$ cat src/rtl/shift_arbiter_pkg.sv
// Shared types and constants for the FPHUB shift arbiter slice.
package shift_arb_pkg;

    // Source tag carried with every result and used for round-robin history.
    typedef enum logic {
        SRC_ALIGN = 1'b0,
        SRC_NORM  = 1'b1
    } shift_src_t;

    // Shifter direction encodings for the right_shift control input.
    localparam logic SHIFT_DIR_LEFT  = 1'b0;
    localparam logic SHIFT_DIR_RIGHT = 1'b1;

endpackage

$ cat src/rtl/shift_arbiter_if.sv
// Handshake bundle between the two shift requesters, the arbiter and the
// result consumer. The arbiter uses the slave view, the environment the master.
interface shift_arbiter_if
    import shift_arb_pkg::*;
#(
    parameter int W  = 30,
    parameter int AW = 9
);
    logic          align_valid;
    logic          align_ready;
    logic [W-1:0]  align_data;
    logic [AW-1:0] align_amount;
    logic          align_arith;

    logic          norm_valid;
    logic          norm_ready;
    logic [W-1:0]  norm_data;
    logic [AW-1:0] norm_amount;

    logic          res_valid;
    logic          res_ready;
    logic [W-1:0]  res_data;
    shift_src_t    res_src;

    modport slave (
        input  align_valid, align_data, align_amount, align_arith,
        output align_ready,
        input  norm_valid, norm_data, norm_amount,
        output norm_ready,
        output res_valid, res_data, res_src,
        input  res_ready
    );

    modport master (
        output align_valid, align_data, align_amount, align_arith,
        input  align_ready,
        output norm_valid, norm_data, norm_amount,
        input  norm_ready,
        input  res_valid, res_data, res_src,
        output res_ready
    );

endinterface

$ cat src/rtl/shift_arbiter_shifter.sv
// Combinational barrel shifter shared by alignment and normalization.
// Oversized amounts saturate: left/logical-right give zero, arithmetic right
// gives sign fill.
module shifter
    import shift_arb_pkg::*;
#(
    parameter int M                   = 23,
    parameter int E                   = 8,
    parameter int extra_bits_mantissa = 7
) (
    input  logic [M+extra_bits_mantissa-1:0] data_in,
    input  logic [E:0]                       amount,
    input  logic                             right_shift,
    input  logic                             arithmetic_shift,
    input  logic                             print,
    output logic [M+extra_bits_mantissa-1:0] data_out
);
    // The print hook is a debug input of the original shifter and has no
    // effect on the datapath here.
    logic unused_print;
    assign unused_print = print;

    // Select the shift flavour; SV shift operators already saturate for
    // amounts at or beyond the data width.
    always_comb begin
        data_out = data_in << amount;
        if (right_shift == SHIFT_DIR_RIGHT) begin
            if (arithmetic_shift) begin
                data_out = $signed(data_in) >>> amount;
            end else begin
                data_out = data_in >> amount;
            end
        end
    end

endmodule

$ cat src/rtl/shift_arbiter.sv
// Arbiter sharing one shifter between exponent alignment (right shift) and
// post-add normalization (left shift), with a one-entry tagged result register.
// Build option: define SHIFT_ARB_RR_EN for round-robin tie-break; otherwise
// alignment has fixed priority on ties.
module shift_arbiter
    import shift_arb_pkg::*;
#(
    parameter int M                   = 23,
    parameter int E                   = 8,
    parameter int extra_bits_mantissa = 7
) (
    input  logic            clk,
    input  logic            rst,
    shift_arbiter_if.slave  bus
);
    localparam int W = M + extra_bits_mantissa;

    logic         slot_free;
    logic         align_wins;
    logic         align_fire;
    logic         norm_fire;

    logic [W-1:0] sh_in;
    logic [E:0]   sh_amount;
    logic         sh_right;
    logic         sh_arith;
    logic [W-1:0] sh_out;

    logic         res_valid_q;
    logic [W-1:0] res_data_q;
    shift_src_t   res_src_q;

`ifdef SHIFT_ARB_RR_EN
    shift_src_t   last_grant;

    // Remember who was granted last so the other side wins the next tie.
    always_ff @(posedge clk) begin
        if (rst) begin
            last_grant <= SRC_NORM;
        end else if (align_fire) begin
            last_grant <= SRC_ALIGN;
        end else if (norm_fire) begin
            last_grant <= SRC_NORM;
        end
    end

    assign align_wins = (last_grant == SRC_NORM);
`else
    assign align_wins = 1'b1;
`endif

    // A ready never looks at its own valid, only at the slot and the rival,
    // so at most one transfer can happen per cycle.
    always_comb begin
        slot_free       = !res_valid_q || bus.res_ready;
        bus.align_ready = !rst && slot_free && (!bus.norm_valid || align_wins);
        bus.norm_ready  = !rst && slot_free && (!bus.align_valid || !align_wins);
        align_fire      = bus.align_valid && bus.align_ready;
        norm_fire       = bus.norm_valid && bus.norm_ready;
    end

    // Steer the granted request into the shared shifter.
    always_comb begin
        sh_in     = bus.align_data;
        sh_amount = bus.align_amount;
        sh_right  = SHIFT_DIR_RIGHT;
        sh_arith  = bus.align_arith;
        if (norm_fire) begin
            sh_in     = bus.norm_data;
            sh_amount = bus.norm_amount;
            sh_right  = SHIFT_DIR_LEFT;
            sh_arith  = 1'b0;
        end
    end

    shifter #(
        .M                   (M),
        .E                   (E),
        .extra_bits_mantissa (extra_bits_mantissa)
    ) u_shifter (
        .data_in          (sh_in),
        .amount           (sh_amount),
        .right_shift      (sh_right),
        .arithmetic_shift (sh_arith),
        .print            (1'b0),
        .data_out         (sh_out)
    );

    // Capture a transfer into the result slot; a drain without a new transfer
    // only clears valid so data and tag keep their last value.
    always_ff @(posedge clk) begin
        if (rst) begin
            res_valid_q <= 1'b0;
            res_data_q  <= '0;
            res_src_q   <= SRC_ALIGN;
        end else if (align_fire || norm_fire) begin
            res_valid_q <= 1'b1;
            res_data_q  <= sh_out;
            res_src_q   <= norm_fire ? SRC_NORM : SRC_ALIGN;
        end else if (bus.res_ready) begin
            res_valid_q <= 1'b0;
        end
    end

    assign bus.res_valid = res_valid_q;
    assign bus.res_data  = res_data_q;
    assign bus.res_src   = res_src_q;

endmodule

$ cat src/flat_wrapper.sv
// flat-port wrapper written by rule: the top's interface ports become plain ports
module shift_arbiter_flat import shift_arb_pkg::*;
#(
    parameter int M                   = 23,
    parameter int E                   = 8,
    parameter int extra_bits_mantissa = 7
)
  (clk, rst, bus_align_valid, bus_align_data, bus_align_amount, bus_align_arith, bus_align_ready, bus_norm_valid, bus_norm_data, bus_norm_amount, bus_norm_ready, bus_res_valid, bus_res_data, bus_res_src, bus_res_ready);
  shift_arbiter_if #(.W((30)), .AW((9))) bus_i ();
  input  logic clk;
  input  logic rst;
  input wire logic [$bits(bus_i.align_valid)-1:0] bus_align_valid;
  input wire logic [$bits(bus_i.align_data)-1:0] bus_align_data;
  input wire logic [$bits(bus_i.align_amount)-1:0] bus_align_amount;
  input wire logic [$bits(bus_i.align_arith)-1:0] bus_align_arith;
  output wire logic [$bits(bus_i.align_ready)-1:0] bus_align_ready;
  input wire logic [$bits(bus_i.norm_valid)-1:0] bus_norm_valid;
  input wire logic [$bits(bus_i.norm_data)-1:0] bus_norm_data;
  input wire logic [$bits(bus_i.norm_amount)-1:0] bus_norm_amount;
  output wire logic [$bits(bus_i.norm_ready)-1:0] bus_norm_ready;
  output wire logic [$bits(bus_i.res_valid)-1:0] bus_res_valid;
  output wire logic [$bits(bus_i.res_data)-1:0] bus_res_data;
  output wire logic [$bits(bus_i.res_src)-1:0] bus_res_src;
  input wire logic [$bits(bus_i.res_ready)-1:0] bus_res_ready;
  assign bus_i.align_valid = bus_align_valid;
  assign bus_i.align_data = bus_align_data;
  assign bus_i.align_amount = bus_align_amount;
  assign bus_i.align_arith = bus_align_arith;
  assign bus_align_ready = bus_i.align_ready;
  assign bus_i.norm_valid = bus_norm_valid;
  assign bus_i.norm_data = bus_norm_data;
  assign bus_i.norm_amount = bus_norm_amount;
  assign bus_norm_ready = bus_i.norm_ready;
  assign bus_res_valid = bus_i.res_valid;
  assign bus_res_data = bus_i.res_data;
  assign bus_res_src = bus_i.res_src;
  assign bus_i.res_ready = bus_res_ready;
  shift_arbiter #(.M(M), .E(E), .extra_bits_mantissa(extra_bits_mantissa)) u_core (.clk(clk), .rst(rst), .bus(bus_i));
endmodule
$ cat config.mk
export PLATFORM = sky130hd
export DESIGN_NAME = shift_arbiter_flat
export DESIGN_NICKNAME = d
export VERILOG_FILES = /design/src/rtl/shift_arbiter_pkg.sv /design/src/rtl/shift_arbiter_if.sv /design/src/rtl/shift_arbiter_shifter.sv /design/src/rtl/shift_arbiter.sv /design/src/flat_wrapper.sv
export SDC_FILE = /design/constraint.sdc
export NUM_CORES = 1
export LEC_CHECK = 0
export BUFFER_PORTS_ARGS = -buffer_cell sky130_fd_sc_hd__buf_2
export CAP_MARGIN = 15
export CORE_UTILIZATION = 50
export DETAILED_ROUTE_END_ITERATION = 7
export PLACE_DENSITY = 0.71
export SLEW_MARGIN = 30
export SYNTH_ARGS = -nofsm -noshare
export SYNTH_HDL_FRONTEND = slang
export SYNTH_SLANG_ARGS = --single-unit
$ cat constraint.sdc
create_clock -name clk -period 4.1 [get_ports clk]
set_input_delay 1.23 -clock clk [delete_from_list [all_inputs] [get_ports clk]]
set_output_delay 1.23 -clock clk [all_outputs]
set_load 0.1 [all_outputs]
; ---- Yosys cells after proc, flatten, opt, wreduce, memory -nomap -nowiden
; Index checks and enable logic that the tools add are counted.
[totals]
output_inout_bits = 34
word_cells = 24
ram_bits = 0
latchBits = 0
romBits = 0
regBits = 32
memories = 0
inputBits = 84
[op_classes]
bitwise_logic = 0
magnitude_cmp = 0
multipliers = 0
eq_ne = 0
n_addsub = 0
muxes = 8
reduce_logical = 10
shift = 3
div_mod_pow = 0
[ops]
columns = op, n
row1 = 2-to-1 mux 30 bit, 3
row2 = << shifter 30 x 9 -> 30 bit, 1
row3 = right shift 30 x 9 -> 30 bit, 1
row4 = >>> shifter 30 x 9 -> 30 bit, 1
row5 = 2-to-1 mux 9 bit, 1
row6 = logical AND 1 bit, 4
row7 = 2-to-1 mux 1 bit, 4
row8 = logical NOT 1 bit, 3
row9 = logical OR 1 bit, 2
row10 = nonzero test 2 bit, 1

; ---- Longest topological paths before layout
[depth]
depth_word = 9
depth_mapped = 14
mapped_depth_nobuf = 8

; ---- By module
; A second synthesis with hierarchy kept.
[hier_totals]
cells_unflattened = 869
area_unflattened_um2 = 7013.0
[by_module_without_submodules]
columns = mod, n_inst, area_each_um2, seq_area_each_um2, cells_per_inst
row1 = shifter, 1, 5076.1, 0.0, 715
row2 = shift_arbiter, 1, 1936.9, 640.6, 154

; ---- Worst setup path after synthesis
; Ideal clock, no wire load.
[synth_path]
path_kind = input -> register
from = input bus_res_ready
to = register u_core.res_data_q[8] (netlist: u_core.bus.res_data[8])
path_stages = 8
required_time_ns = 3.966
n_path_buf = 1
arrival_time_ns = 4.183
path_slack_ns = -0.217
setup_ns = 0.134
path_cell_list = nor2b_1 buf_2 nor2_1 o21ai_1 a21oi_1 o21ai_0 a2111oi_0 o22ai_1
[synth_via]
elab_chain_cells = 8
elab_cells_between_ends = 14
[synth_lines]
columns = item, line_no
row1 = "start, declared", flat_wrapper.sv:24  ; input wire logic [$bits(bus_i.res_ready)-1:0] bus_res_ready;
row2 = logical OR 1 bit *, shift_arbiter.sv:55  ; slot_free = !res_valid_q || bus.res_ready;
row3 = logical AND 1 bit *, shift_arbiter.sv:56  ; bus.align_ready = !rst && slot_free && (!bus.norm_valid || align_wins);
row4 = net bus_align_ready, flat_wrapper.sv:16  ; output wire logic [$bits(bus_i.align_ready)-1:0] bus_align_ready;
row5 = logical AND 1 bit, shift_arbiter.sv:57  ; bus.norm_ready = !rst && slot_free && (!bus.align_valid || !align_wins);
row6 = logical AND 1 bit, shift_arbiter.sv:59  ; norm_fire = bus.norm_valid && bus.norm_ready;
row7 = 2-to-1 mux 30 bit or 2-to-1 mux 9 bit (tied branches), shift_arbiter.sv:68  ; if (norm_fire) begin
row8 = right shift 30 x 9 -> 30 bit or >>> shifter 30 x 9 -> 30 bit (tied branches), "shift_arbiter_shifter.sv:31, shift_arbiter_shifter.sv:29"
row9 = 2-to-1 mux 30 bit, shift_arbiter_shifter.sv:28  ; if (arithmetic_shift) begin
row10 = 2-to-1 mux 30 bit, shift_arbiter_shifter.sv:27  ; if (right_shift == SHIFT_DIR_RIGHT) begin
row11 = "end signal, assigned", shift_arbiter.sv:98  ; res_data_q <= sh_out;
row12 = "end, declared", shift_arbiter.sv:30  ; logic [W-1:0] res_data_q;
; Mark *: on every way through the listed nets, which the timed path passes. The rest lies on a longest branch.
; A chain may end at the register's enable or synchronous reset.

; ---- Worst setup path in the final report
[layout_path]
from = input bus_align_amount[7]
to = register u_core.res_data_q[12] (netlist: u_core.bus.res_data[12])
[layout_via]
elab_chain_cells = 4
elab_cells_between_ends = 6
[layout_lines]
columns = item, line_no
row1 = "start, declared", flat_wrapper.sv:14  ; input wire logic [$bits(bus_i.align_amount)-1:0] bus_align_amount;
row2 = 2-to-1 mux 9 bit *, shift_arbiter.sv:68
row3 = right shift 30 x 9 -> 30 bit or >>> shifter 30 x 9 -> 30 bit (tied branches), "shift_arbiter_shifter.sv:31, shift_arbiter_shifter.sv:29"
row4 = 2-to-1 mux 30 bit, shift_arbiter_shifter.sv:28
row5 = 2-to-1 mux 30 bit *, shift_arbiter_shifter.sv:27
; Every way passes the cells marked *; elsewhere a longest branch is shown, timed or not.

==> implementation parameters <==
Parameter                              Value

Outcome
  Run status    complete, no violations

Worst hold path
  Worst hold path class    reg -> reg
  Cells on Worst Hold Path    1
  End of the worst hold path    u_core.bus.res_data[5]
  Launch instance of the worst min-delay path    u_core.bus.res_data[5]

Placement
  Number of input and output port buffers inserted    117
  Post-placement worst setup slack    0.03574 ns
  Post-detail-place hpwl    32040 µm
  Cell Area, Placed    9189 µm²
  Routability Congestion    1.164

Finish
  Number of nets in the layout    1356
  Layout overhead on the synthesized area    20.60%
  Most frequent standard cell in the layout excluding fill and tap cells    sky130_fd_sc_hd__mux2i_1
  Final design instance area without fill    9333 µm²
  Fin util    61.62%
  Share of cells above drive strength 1    26.63%
  Highest-count cells in the layout ignoring fill and taps    sky130_fd_sc_hd__mux2i_1, sky130_fd_sc_hd__buf_4, sky130_fd_sc_hd__nand2_1, sky130_fd_sc_hd__nor2_1, sky130_fd_sc_hd__buf_2
  Ant diodes    0

Timing
  Post-layout min period    3.969 ns
  Slew headroom    40.92%
  Unrepaired setup endpoints after global routing    no
  Hold Vio Cnt, Final    0
  Layout Skew    0.002153 ns
  Achievable Freq    252.0 MHz
  Final cycle utilization of the critical path    96.80%
  Number of pins exceeding their max-slew limit in the final report    0
  Sum of negative setup slack    0 ns
  Worst-margin pin slew    0.8844 ns
  Setup ws final    0.1311 ns
  Finish-stage setup viols    0

Power and ir drop
  Leak pwr    4.130 nW
  Gate power share    63.1%
  Cell internal pwr    0.9661 mW
  Switching power summed over all nets    1.088 mW
  Fraction of power consumed by sequential logic    18.1%
  VDD IR-drop max    0.1957 mV
  Clock network power share    18.7%
  Post-route total power    2.054 mW
  Areal power density over the cells    220.1 nW/µm²
  Sw Ratio    52.97%

Yosys
  Main area contributors after synthesis    sky130_fd_sc_hd__mux2i_1, sky130_fd_sc_hd__dfxtp_1, sky130_fd_sc_hd__a21oi_1, sky130_fd_sc_hd__nor2_1, sky130_fd_sc_hd__nand2_1
  Largest area contributor in the synthesized netlist    sky130_fd_sc_hd__mux2i_1
  Fraction of post-synthesis cell area in the top cell type by area    19.92%
  Count of flip-flops with a built-in enable after synthesis    0
  Share of synthesized registers carrying an async set or reset    0%
  Most used flip-flop cell after synthesis    sky130_fd_sc_hd__dfxtp_1
  Combined area of all synthesized cells    7739 µm²
  Post-synthesis register bit count    32
  Yosys warning count    0
  Avg Synthesized Cell Area    6.928 µm²
  Cell variety after synth    83
  Syn_nets    1201
  Share of synthesized area occupied by flip-flops and latches    8.278%
  Syn Inst Count    1117

Clocking
  Count of instances resized after the clock tree is built    0
  Worst-Skew Late Latency    0.28 ns
  Number of levels in the clock H-tree    2
  Clock tree sinks    32
  Cts bufs inserted    5
  Clock slew seen by the registers of the worst setup and hold paths    0.06 ns
  # Post-CTS Setup Buffers    0
  CTS tree    yes
  CTS root buffer    sky130_fd_sc_hd__clkbuf_16
  Cts-stage hold buffer count    0
  Maximum buffer depth of the clock tree    2

Worst setup path
  CP startpoint kind    input port
  R2R cell count    9
  Worst setup EP type    register
  Reg-to-reg slack, setup    0.79 ns
  Peak fanout along the critical path    17
  Category of the most critical setup path    in -> reg
  Critical path arrival    4.11 ns
  Worst R2R Start    u_core.bus.res_valid
  WP data required    4.24 ns
  Capture instance of the worst register-to-register path    u_core.bus.res_data[12]

Floorplanning
  Horizontal die dimension    126.4 µm
  Total die area    15980 µm²
  Total number of placement rows    45
  I/O Pins    118
  Core region area    15150 µm²
  Initial Utilization    51.09%
  Die H    126.4 µm

Drt
  1st-iter DRT viols    2072
  WL final    40580 µm
  Post-DRT Antenna Nets    0
  Routed vias/inst    7.318
  Total number of vias    10.69k
  Drt pass-1 iters    7
  Post-route DRC    0
  DR WL/cell    27.77 µm

Global route
  Overall routing resource usage    50.31%
  Antenna violations before repair    0
  Pin count of the biggest net entering global routing    52
  Vias in the first global route    9980
  Wire length of the first global-routing pass    60930 µm
  Overflow after GRT    0

Run
  Max-Cap Viols    0
[final cells by class]
type / count / area [µm²]
Clock inverter: 3 / 18.77
Sequential cell: 32 / 640.6
Inverter: 11 / 41.29
Multi-Input combinational cell: 969 / 6565
Clock buffer: 5 / 125.1
Timing Repair Buffer: 253 / 1707
Fill cell: 1457 / 5813
Tap cell: 188 / 235.2
[flip-flops by register name, summed over array words and instances, names as in the netlist]
name,flops
u_core.bus.res_src,1
u_core.bus.res_valid,1
u_core.bus.res_data,30
[metrics by stage]
step,cells,hold slack [ns]
6_report,1461,0.4835
5_1_grt,1461,0.4987
4_1_cts,1461,0.4809
3_5_place_dp,1453,0.4660
3_3_place_gp,1453,0.4429
2_1_floorplan,1117,0.8867
[power groups by stage]
stage          logic, mW  clock network (mW)  registers (mW)
2_1_floorplan      0.580                   0           0.607
3_3_place_gp        1.24                   0           0.375
3_5_place_dp        1.24                   0           0.375
4_1_cts             1.25               0.378           0.370
5_1_grt             1.34               0.395           0.373
6_report            1.30               0.385           0.372
[cell usage after synthesis, types with 7 or more instances]
| cell type | n |
|---|---|
| sky130_fd_sc_hd__mux2i_1 | 154 |
| sky130_fd_sc_hd__nor2_1 | 124 |
| sky130_fd_sc_hd__nand2_1 | 122 |
| sky130_fd_sc_hd__a21oi_1 | 113 |
| sky130_fd_sc_hd__o21ai_0 | 51 |
| sky130_fd_sc_hd__buf_2 | 48 |
| sky130_fd_sc_hd__mux2_2 | 37 |
| sky130_fd_sc_hd__clkbuf_1 | 34 |
| sky130_fd_sc_hd__dfxtp_1 | 32 |
| sky130_fd_sc_hd__nand2b_1 | 28 |
| sky130_fd_sc_hd__nand3_1 | 28 |
| sky130_fd_sc_hd__nor3_1 | 25 |
| sky130_fd_sc_hd__a31oi_1 | 24 |
| sky130_fd_sc_hd__a211oi_1 | 19 |
| sky130_fd_sc_hd__and3_1 | 15 |
| sky130_fd_sc_hd__o211ai_1 | 14 |
| sky130_fd_sc_hd__nand4_1 | 13 |
| sky130_fd_sc_hd__o22ai_1 | 11 |
| sky130_fd_sc_hd__buf_4 | 10 |
| sky130_fd_sc_hd__a22oi_1 | 9 |
| sky130_fd_sc_hd__a311oi_1 | 9 |
| sky130_fd_sc_hd__and2_1 | 9 |
| sky130_fd_sc_hd__o31ai_1 | 9 |
| sky130_fd_sc_hd__a211o_1 | 8 |
| sky130_fd_sc_hd__a221oi_1 | 8 |
| sky130_fd_sc_hd__buf_6 | 8 |
| sky130_fd_sc_hd__or3_1 | 8 |
| sky130_fd_sc_hd__inv_1 | 7 |
| sky130_fd_sc_hd__o2bb2ai_1 | 7 |
| sky130_fd_sc_hd__o32ai_1 | 7 |
[critical path, stage by stage]
cell	delay [ns]
sky130_fd_sc_hd__buf_2	0.12
sky130_fd_sc_hd__or3_1	0.39
sky130_fd_sc_hd__buf_4	0.33
sky130_fd_sc_hd__buf_4	0.25
sky130_fd_sc_hd__a21oi_1	0.06
sky130_fd_sc_hd__mux2i_1	0.30
sky130_fd_sc_hd__mux2i_1	0.15
sky130_fd_sc_hd__o21ai_0	0.35
sky130_fd_sc_hd__nor2_1	0.12
sky130_fd_sc_hd__nor4_1	0.61
sky130_fd_sc_hd__o21ai_0	0.17
[cells by family after synthesis]
kind of cell           after synthesis  share of synthesized area [%]
AO/OA/AOI/OAI                      362                          31.96
buffers and inverters              116                          7.664
AND/OR/NAND/NOR                    408                          24.92
flip-flops                          32                          8.278
multiplexers                       199                          27.18
[routing by layer]
layer / part of all wire, % / vias up / wire length [µm] / global-route usage (%)
met1: 38 / 4889 / 15510 / 65.58
met2: 40 / 1014 / 16310 / 75.37
met5: 0 / - / 0 / 0
li1: - / 4563 / - / -
met4: 6.6 / 0 / 2686 / 24.10
met3: 15 / 225 / 6071 / 15.27
[how the worst max path moves through the flow]
stage / slack, ns / endpoint / start
finish: 0.13 / u_core.bus.res_data[12] / bus_align_amount[7]
global route: 0.0007 / u_core.bus.res_data[12] / bus_align_amount[7]
CTS: 0.21 / bus_align_ready / bus_res_ready
detailed placement: 0.04 / u_core.bus.res_data[12] / bus_res_ready
global placement: 0.007 / u_core.bus.res_data[0] / bus_norm_amount[6]
floorplan: 0.37 / bus_norm_ready / rst
No activity file was read; power rests on OpenSTA's default activity.
